$ cat src/rtl/rv32_m_lsu_pkg.sv
// ---------------------------------------------------------------------------
// rv32_m_lsu_pkg
// Shared definitions for the RV32 memory-stage load/store unit:
//   - funct3 width/sign codes (B, H, W, BU, HU)
//   - FSM state enumeration
//   - LSU_ byte-enable base patterns
//   - helpers for misalignment detection and store lane formatting
// The helpers take only funct3[1:0] (the access size); funct3[2] carries
// signedness, which matters for loads only.
// ---------------------------------------------------------------------------
package rv32_m_lsu_pkg;

    localparam logic [2:0] F3_B  = 3'b000;
    localparam logic [2:0] F3_H  = 3'b001;
    localparam logic [2:0] F3_W  = 3'b010;
    localparam logic [2:0] F3_BU = 3'b100;
    localparam logic [2:0] F3_HU = 3'b101;

    localparam logic [3:0] LSU_BE_B = 4'b0001;
    localparam logic [3:0] LSU_BE_H = 4'b0011;
    localparam logic [3:0] LSU_BE_W = 4'b1111;

    typedef enum logic [1:0] {
        ST_IDLE = 2'd0,
        ST_REQ  = 2'd1,
        ST_RESP = 2'd2,
        ST_DONE = 2'd3
    } lsu_state_e;

    // Halfwords must sit on even addresses, words on multiples of four.
    // Size codes 2'b10 and 2'b11 are both handled as word accesses.
    function automatic logic is_misaligned(input logic [1:0] size, input logic [1:0] off);
        logic result;
        case (size)
            2'b00:   result = 1'b0;
            2'b01:   result = off[0];
            default: result = (off != 2'b00);
        endcase
        return result;
    endfunction

    function automatic logic [3:0] store_be(input logic [1:0] size, input logic [1:0] off);
        logic [3:0] result;
        case (size)
            2'b00:   result = LSU_BE_B << off;
            2'b01:   result = LSU_BE_H << off;
            default: result = LSU_BE_W;
        endcase
        return result;
    endfunction

    // Narrow store data is replicated across every lane so that the byte
    // enables alone select the written lane.
    function automatic logic [31:0] store_wdata(input logic [1:0] size, input logic [31:0] data);
        logic [31:0] result;
        case (size)
            2'b00:   result = {4{data[7:0]}};
            2'b01:   result = {2{data[15:0]}};
            default: result = data;
        endcase
        return result;
    endfunction

endpackage

$ cat src/rtl/rv32_m_load_align.sv
// ---------------------------------------------------------------------------
// rv32_m_load_align
// Combinational load lane extraction and sign/zero extension.
// Ports:
//   funct3  in  3   load width/sign code of the outstanding load
//   offset  in  2   byte offset of the load within the word
//   rdata   in  32  raw word returned by the data bus
//   data    out 32  extracted, extended load result
// ---------------------------------------------------------------------------
module rv32_m_load_align
    import rv32_m_lsu_pkg::*;
(
    input  logic [2:0]  funct3,
    input  logic [1:0]  offset,
    input  logic [31:0] rdata,
    output logic [31:0] data
);

    logic [7:0]  byte_lane;
    logic [15:0] half_lane;

    always_comb begin
        byte_lane = rdata[7:0];
        case (offset)
            2'd0: byte_lane = rdata[7:0];
            2'd1: byte_lane = rdata[15:8];
            2'd2: byte_lane = rdata[23:16];
            2'd3: byte_lane = rdata[31:24];
            default: byte_lane = rdata[7:0];
        endcase
        // Halfword loads are always even-aligned, so offset[1] alone picks the lane.
        half_lane = offset[1] ? rdata[31:16] : rdata[15:0];

        data = rdata;
        case (funct3)
            F3_B:    data = {{24{byte_lane[7]}}, byte_lane};
            F3_BU:   data = {24'h0, byte_lane};
            F3_H:    data = {{16{half_lane[15]}}, half_lane};
            F3_HU:   data = {16'h0, half_lane};
            default: data = rdata;
        endcase
    end

endmodule

$ cat src/rtl/rv32_m_lsu.sv
// ---------------------------------------------------------------------------
// rv32_m_lsu
// Memory-stage load/store unit for an RV32 pipeline. Accepts one load or
// store at a time, checks alignment, drives a simple req/gnt + rvalid data
// bus, and returns extended load data with a one-cycle done pulse.
// Bus waits are bounded by TIMEOUT_CYCLES (must be >= 2) in both the
// request and response phases.
// Ports:
//   clk_i, reset_i                 clock, asynchronous active-high reset
//   valid_i, mem_read_i,
//   mem_write_i, funct3_i,
//   addr_i, store_data_i           memory-stage instruction
//   stall_o                        freeze upstream pipeline
//   done_o, load_data_o            completion pulse and load result
//   misaligned_o, bus_err_o        one-cycle exception pulses
//   dmem_req_o, dmem_we_o,
//   dmem_be_o, dmem_addr_o,
//   dmem_wdata_o                   data bus request
//   dmem_gnt_i, dmem_rvalid_i,
//   dmem_rdata_i                   data bus grant and read response
// ---------------------------------------------------------------------------
module rv32_m_lsu
    import rv32_m_lsu_pkg::*;
#(
    parameter int TIMEOUT_CYCLES = 16
) (
    input  logic        clk_i,
    input  logic        reset_i,
    input  logic        valid_i,
    input  logic        mem_read_i,
    input  logic        mem_write_i,
    input  logic [2:0]  funct3_i,
    input  logic [31:0] addr_i,
    input  logic [31:0] store_data_i,
    output logic        stall_o,
    output logic        done_o,
    output logic [31:0] load_data_o,
    output logic        misaligned_o,
    output logic        bus_err_o,
    output logic        dmem_req_o,
    output logic        dmem_we_o,
    output logic [3:0]  dmem_be_o,
    output logic [31:0] dmem_addr_o,
    output logic [31:0] dmem_wdata_o,
    input  logic        dmem_gnt_i,
    input  logic        dmem_rvalid_i,
    input  logic [31:0] dmem_rdata_i
);

    // Counter runs 0 .. TIMEOUT_CYCLES-1; the abort fires on the edge that
    // ends the TIMEOUT_CYCLES-th waiting cycle of a phase.
    localparam int               CNT_W    = $clog2(TIMEOUT_CYCLES);
    localparam logic [CNT_W-1:0] CNT_LAST = CNT_W'(TIMEOUT_CYCLES - 1);

    lsu_state_e       state_reg;
    logic [CNT_W-1:0] cnt_reg;
    logic [2:0]       funct3_reg;
    logic [1:0]       off_reg;

    logic             start;
    logic             accept;
    logic             misaligned;
    logic             cnt_expired;
    logic [31:0]      aligned_data;

    assign start       = valid_i & (mem_read_i | mem_write_i);
    assign accept      = start & ((state_reg == ST_IDLE) | (state_reg == ST_DONE));
    assign misaligned  = is_misaligned(funct3_i[1:0], addr_i[1:0]);
    assign cnt_expired = (cnt_reg == CNT_LAST);

    // The accept term is combinational so the pipeline freezes in the very
    // cycle an aligned access is taken. Gating with reset_i keeps the output
    // low while reset is held even if the pipeline presents a request.
    assign stall_o = ~reset_i &
                     ((state_reg == ST_REQ) | (state_reg == ST_RESP) | (accept & ~misaligned));

    rv32_m_load_align u_load_align (
        .funct3 (funct3_reg),
        .offset (off_reg),
        .rdata  (dmem_rdata_i),
        .data   (aligned_data)
    );

    always_ff @(posedge clk_i or posedge reset_i) begin
        if (reset_i) begin
            state_reg    <= ST_IDLE;
            cnt_reg      <= '0;
            funct3_reg   <= '0;
            off_reg      <= '0;
            done_o       <= 1'b0;
            load_data_o  <= 32'h0;
            misaligned_o <= 1'b0;
            bus_err_o    <= 1'b0;
            dmem_req_o   <= 1'b0;
            dmem_we_o    <= 1'b0;
            dmem_be_o    <= 4'h0;
            dmem_addr_o  <= 32'h0;
            dmem_wdata_o <= 32'h0;
        end else begin
            done_o       <= 1'b0;
            misaligned_o <= 1'b0;
            bus_err_o    <= 1'b0;

            case (state_reg)
                ST_IDLE, ST_DONE: begin
                    state_reg <= ST_IDLE;
                    if (accept) begin
                        if (misaligned) begin
                            misaligned_o <= 1'b1;
                        end else begin
                            state_reg    <= ST_REQ;
                            cnt_reg      <= '0;
                            funct3_reg   <= funct3_i;
                            off_reg      <= addr_i[1:0];
                            dmem_req_o   <= 1'b1;
                            // Read and write together is treated as a load.
                            dmem_we_o    <= mem_write_i & ~mem_read_i;
                            dmem_be_o    <= store_be(funct3_i[1:0], addr_i[1:0]);
                            dmem_addr_o  <= {addr_i[31:2], 2'b00};
                            dmem_wdata_o <= store_wdata(funct3_i[1:0], store_data_i);
                        end
                    end
                end

                ST_REQ: begin
                    if (dmem_gnt_i) begin
                        dmem_req_o <= 1'b0;
                        cnt_reg    <= '0;
                        if (dmem_we_o) begin
                            state_reg <= ST_DONE;
                            done_o    <= 1'b1;
                        end else begin
                            state_reg <= ST_RESP;
                        end
                    end else if (cnt_expired) begin
                        dmem_req_o <= 1'b0;
                        bus_err_o  <= 1'b1;
                        state_reg  <= ST_IDLE;
                    end else begin
                        cnt_reg <= cnt_reg + 1'b1;
                    end
                end

                ST_RESP: begin
                    // A grant seen here is meaningless; only rvalid matters.
                    if (dmem_rvalid_i) begin
                        load_data_o <= aligned_data;
                        done_o      <= 1'b1;
                        state_reg   <= ST_DONE;
                    end else if (cnt_expired) begin
                        bus_err_o <= 1'b1;
                        state_reg <= ST_IDLE;
                    end else begin
                        cnt_reg <= cnt_reg + 1'b1;
                    end
                end

                default: state_reg <= ST_IDLE;
            endcase
        end
    end

endmodule
$ cat config.mk
export PLATFORM = sky130hd
export DESIGN_NAME = rv32_m_lsu
export DESIGN_NICKNAME = d
export VERILOG_FILES = /design/src/rtl/rv32_m_lsu_pkg.sv /design/src/rtl/rv32_m_load_align.sv /design/src/rtl/rv32_m_lsu.sv
export SDC_FILE = /design/constraint.sdc
export NUM_CORES = 1
export LEC_CHECK = 0
export CAP_MARGIN = 25
export CORE_MARGIN = 3
export CORE_UTILIZATION = 45
export DETAILED_ROUTE_END_ITERATION = 12
export PLACE_DENSITY = 0.93
export SETUP_SLACK_MARGIN = 0.4
export SYNTH_ARGS = -nofsm -noshare
export SYNTH_HDL_FRONTEND = slang
export SYNTH_HIERARCHICAL = 1
export SYNTH_SLANG_ARGS = --single-unit
$ cat constraint.sdc
create_clock -name clk_i -period 4.8 [get_ports clk_i]
set_clock_uncertainty 0.2 [all_clocks]
set_input_delay 0.96 -clock clk_i [delete_from_list [all_inputs] [get_ports clk_i]]
set_output_delay 0.96 -clock clk_i [all_outputs]
set_load 0.02 [all_outputs]
* After elaboration in Yosys (flattened, before gate mapping)
Cells that the tools add are included.
** Word-level totals
- Memories :: 0
- Logic and storage cells :: 89
- Register bits after elaboration :: 114
- Latch bits :: 0
- Output and inout port bits :: 106
- Memory bits (read-only) :: 0
- Bits in writable memories :: 0
- Bits of input ports :: 106
** Cells by class
- Bitwise gates (word level) :: 12
- Divide/modulo/power cells :: 0
- Multipliers :: 0
- Reduce and logical (&&, ||, !) cells :: 11
- Add/subtract/negate cells :: 1
- Shift-type cells :: 2
- Multiplexer cells :: 35
- Order comparisons :: 0
- Eq/ne operators :: 15
** Operators with widths (number)
- one-hot mux 32 bit (4 select lines) :: 1
- one-hot mux 32 bit (2 select lines) :: 1
- one-hot mux 8 bit (4 select lines) :: 1
- 2-to-1 mux 4 bit :: 5
- 2-to-1 mux 1 bit :: 16
- 2-to-1 mux 16 bit :: 1
- one-hot mux 4 bit (3 select lines) :: 1
- equality test 2 bit, second input constant :: 4
- one-hot mux 1 bit (2 select lines) :: 4
- one-hot mux 4 bit (2 select lines) :: 1
- equality test 2 x 1 -> 1 bit, second input constant :: 3
- equality test 3 bit, second input constant :: 2
- logical NOT 2 bit :: 3
- 2-to-1 mux 2 bit :: 3
- inequality test 2 bit, second input constant :: 3
- one-hot mux 2 bit (3 select lines) :: 1
- AND reduction 3 bit :: 2
- AND 1 bit :: 5
- adder 4 x 1 -> 4 bit, second input constant :: 1
- equality test 4 bit, second input constant :: 1
- bitwise OR 1 bit :: 4
- AND reduction 4 bit :: 1
- nonzero test 2 bit :: 2
- left shift 1 x 2 -> 4 bit, first input constant :: 1
- 7 further kinds :: 9

* Depth between registers and ports, before layout
- Word-level depth :: 6
- Gate-level depth with buffers :: 8
- Gate-level depth less buffers :: 6

* Modules after synthesis
The synthesis kept the hierarchy.
** By module, submodules not included
- rv32_m_lsu :: cells an instance 376, area each 4911.0 um2, seq. area each 2852.7 um2, times used 1
- rv32_m_load_align :: cells an instance 111, area each 668.1 um2, seq. area each 0.0 um2, times used 1

* Worst setup path before layout
Ideal clock, no wire load.
- Path type :: input port to output port
- Start point :: input port funct3_i[0]
- End point :: output port stall_o
- Data arrival time :: 1.747 ns
- Setup slack :: 1.893 ns
- Buffers on the path :: 0
- Data required time :: 3.640 ns
- Cell stages on the path :: 3
- Cells stage by stage :: o21a_1 -> o31a_1 -> nor2_1
** On the way
- Word-level cells in the longest chain between the ends :: 6
- Elaborated cells on any way between the ends :: 7
- Those cells by class :: 1 x eq/ne; 1 x mux; 4 x bitwise; 1 x reduce/logical
** RTL lines
- from (decl) :: RTL line rv32_m_lsu.sv:32 : input logic [2:0] funct3_i,
- equality test 2 x 1 -> 1 bit or logical NOT 2 bit (tied branches) :: RTL line rv32_m_lsu_pkg.sv:34 : case (size)
- one-hot mux 1 bit (2 select lines) (*) :: RTL line rv32_m_lsu_pkg.sv:34
- inverter 1 bit (no line) (*)
- AND 1 bit (*) :: RTL line rv32_m_lsu.sv:75 : ((state_reg == ST_REQ) | (state_reg == ST_RESP) | (accept & ~misaligned));
- bitwise OR 1 bit (*) :: RTL line rv32_m_lsu.sv:75
- AND 1 bit (*) :: RTL line rv32_m_lsu.sv:74 : assign stall_o = ~reset_i &
- to (decl) :: RTL line rv32_m_lsu.sv:35 : output logic stall_o,
Every way passes the cells marked *; elsewhere a longest branch is shown, timed or not.

* Worst setup path after layout
- Start point :: input port addr_i[1]
- End point :: output port stall_o
** On the way
- Word-level cells in the longest chain between the ends :: 6
** RTL lines
- from (decl) :: RTL line rv32_m_lsu.sv:33 : input logic [31:0] addr_i,
- nonzero test 2 bit :: RTL line rv32_m_lsu_pkg.sv:37 : default: result = (off != 2'b00);
- one-hot mux 1 bit (2 select lines) :: RTL line rv32_m_lsu_pkg.sv:34
- inverter 1 bit (no line)
- AND 1 bit :: RTL line rv32_m_lsu.sv:75
- bitwise OR 1 bit :: RTL line rv32_m_lsu.sv:75
- AND 1 bit :: RTL line rv32_m_lsu.sv:74
Every way passes these cells.

==> results.toml <==
[logic_synthesis]
ys_warn_count = 6
syn_area_sq_mm = 0.00558
postSynth.asyncResetShare_pct = 100
syn_inst = 487
ys.flop_type = "dfrtp_1"
synth-edff-count = 0
ys_seq_area_share_pct = 51.1
synth_seq_cells = 114
syn_avg_cell_area_sq_um = 11.5
synth.distinct_cells = 38

[power]
vdd_ir_drop_max_mv = 0.282
p_int_uw = 2700
power_uw = 3920
p_leak_uw = 0.00392
p_per_area_mw_per_mm2 = 467
switching_power_uw = 1220
power.share.clock_pct = 32.6
seqPwrFrac_pct = 33.5
p_sw_share_pct = 31.2
combPwrFrac_pct = 33.9

[die]
die_h_um = 117
coreArea_sq_mm = 0.0121
rows = 40
initial_core_util_pct = 46.3
die_area_sq_mm = 0.0138
num_io_pins = 212
die_width_um = 117

[clock_network]
clock_latency_ps = 410
h-tree-depth = 4
cts_tree = "yes"
cts_root_buf = "clkbuf_16"
path_clk_slew_ps = 60
clkSinkCount = 114
cts_resized = 0
cts_buffer_depth = 2
post_cts_buffers = 0
cts_made_buffers = 17
ctsHoldBuffers = 0

[setup_path]
path_depth = 5
reg2reg_slack_ps = 1800
cpMostUsedCell = "clkdlybuf4s50_1"
worstPathRequired_ps = 3640
cp-end-kind = "primary output"
cp-start-kind = "input pin"
max_stage_delay_ps = 610
endpoint = "stall_o"
crit_buf_inv = 2
reg2regPathDepth = 6
cpMaxStageDelayCell = "clkdlybuf4s50_1"
worstSetupPathType = "in2out"
cp.arrival_ps = 2790
critical-path-top-delay-family = "buffers and inverters"
r2r_end = "dmem_addr_o[31]"
path_max_fanout = 6
crit_start = "addr_i[1]"
path_cells = "clkdlybuf4s50_1 -> and2_1 -> o31a_1 -> nor2_1 -> clkdlybuf4s50_1"
r2r-start = "state_reg[0]"

[sta]
fin_tns_setup_ps = 0
fmax_mhz = 253
worst_pin_slew_ps = 901
finalWorstSetupSlack_ps = 852
post-route-period-util_pct = 82.3
finalHoldViolations = 0
relSlewSlack_pct = 39.9
layout_min_cycle_time_ps = 3950
finalSetupViolations = 0
maxSlewViolCount = 0
rsz0062_at_grt = "no"

[placement]
gp_congestion = 0.861
place_area_sq_mm = 0.00776
hpwl_mm = 11.3
place_ws_ps = 885
io_buffers = 209

[detailed_routing]
firstDrtPassIters = 7
vias_per_cell = 5.28
wl_per_cell_um = 18.3
antenna_left = 0
vias = 4597
dr.first_iter.drc_count = 388
routed_wl_mm = 15.9
route.detailed.drc = 0

[global_route]
overflow = 0
grtUsageTotal_pct = 23.6
antenna_found_initial = 0
grt_pass1_vias = 4913
grt_pass1_wl_mm = 25.8
grt_max_degree = 71

[min_path]
hold_class = "reg2reg"
min-delay-start = "dmem_wdata_o[24]"

[layout]
nNetsFinal = 798
nFillCells = 827
largest_registers = "dmem_wdata_o x32, load_data_o x32, dmem_addr_o x30"
diodes = 0
final_area_sq_mm = 0.00839
drive_above_1_share_pct = 16.8
final_util_pct = 69.5
syn2layout_area_growth_pct = 50.3

[status]
outcome = "completed"

[run]
cap_violations = 0
[power groups by stage]
stage               Combinational, uW  Sequential, uW  Clock [uW]
floorplan                         496            1530           0
global placement                 1260            1330           0
detailed placement               1300            1340           0
CTS                              1310            1330        1290
global route                     1410            1340        1340
finish                           1330            1310        1280
[cell families (layout without fill, tap and decap cells)]
kind of cell | Yosys count | count (layout) | share of synthesized area [%]
AND/OR/NAND/NOR | 122 | 122 | 9.46
adder cells (fa/ha/maj) | 3 | 3 | 0.673
flip-flops | 114 | 114 | 51.1
AO/OA/AOI/OAI | 106 | 106 | 12.1
other | 1 | 2 | 0.0672
multiplexers | 102 | 102 | 22.9
buffers and inverters | 39 | 253 | 3.63
[layer usage]
metal  GRT usage, %  up-vias  wire length, um
met5              0        -                0
met4           12.0        0              609
met3           6.61       60             1100
met2           40.5      238             8130
met1           27.0     2194             6050
li1               -     2105                -
[cell usage in the layout (no fill, tap or decap), types with 18 or more instances in the layout]
cell type | netlist | final
a21oi_1 | 18 | 18
clkdlybuf4s50_1 | 0 | 209
dfrtp_1 | 114 | 114
mux2_2 | 35 | 35
mux2_4 | 40 | 40
mux2i_1 | 26 | 26
nand2_1 | 74 | 74
nor2_1 | 24 | 24
o21ai_0 | 34 | 34
[area by class of cell]
| type | count | area, sq um | share of cell area, % |
|---|---|---|---|
| clock inverter | 14 | 163 | 1.94 |
| multi-input combinational | 335 | 2530 | 30.1 |
| tap | 168 | 210 | 2.51 |
| sequential | 114 | 2850 | 34.0 |
| inverter | 6 | 25.0 | 0.298 |
| timing repair buffer | 215 | 2170 | 25.9 |
| clock buffer | 18 | 439 | 5.24 |
[worst reg2reg max path, cell delays in order, from the launching register on]
cell and delay (ps):
dfrtp_1 370, inv_1 50, ha_1 380, o211ai_1 170, or3_4 780, buf_4 530
mux2_2 400
[worst min path at each step]
stage | endpoint | cells after the start
floorplan | funct3_reg[1] | 1
global placement | dmem_wdata_o[14] | 2
detailed placement | dmem_wdata_o[24] | 2
CTS | dmem_wdata_o[24] | 2
global route | dmem_wdata_o[21] | 2
finish | dmem_wdata_o[24] | 2
[per-stage QoR]
| stage | cells | hold WS [ps] |
|---|---|---|
| after global routing | 870 | 313 |
| after global placement | 837 | 262 |
| after floorplan | 488 | 279 |
| after CTS | 869 | 285 |
| final | 870 | 278 |
| after detailed placement | 837 | 272 |
[synthesized netlist by cell type, types with 3 or more instances]
cell type,count,area share [%]
dfrtp_1,114,51
nand2_1,74,5.0
mux2_4,40,11
mux2_2,35,7.1
o21ai_0,34,3.0
mux2i_1,26,4.7
nor2_1,24,1.6
clkbuf_1,20,1.3
a21oi_1,18,1.6
a21o_1,17,2.3
nand2b_1,10,1.1
o21ai_1,9,0.81
a221o_1,8,1.4
a22oi_1,7,0.94
buf_6,6,1.2
inv_1,6,0.40
a31oi_1,4,0.45
nor2b_1,4,0.45
buf_2,3,0.27
ha_1,3,0.67
nand3_1,3,0.27
Power figures use the tool's default switching activity.
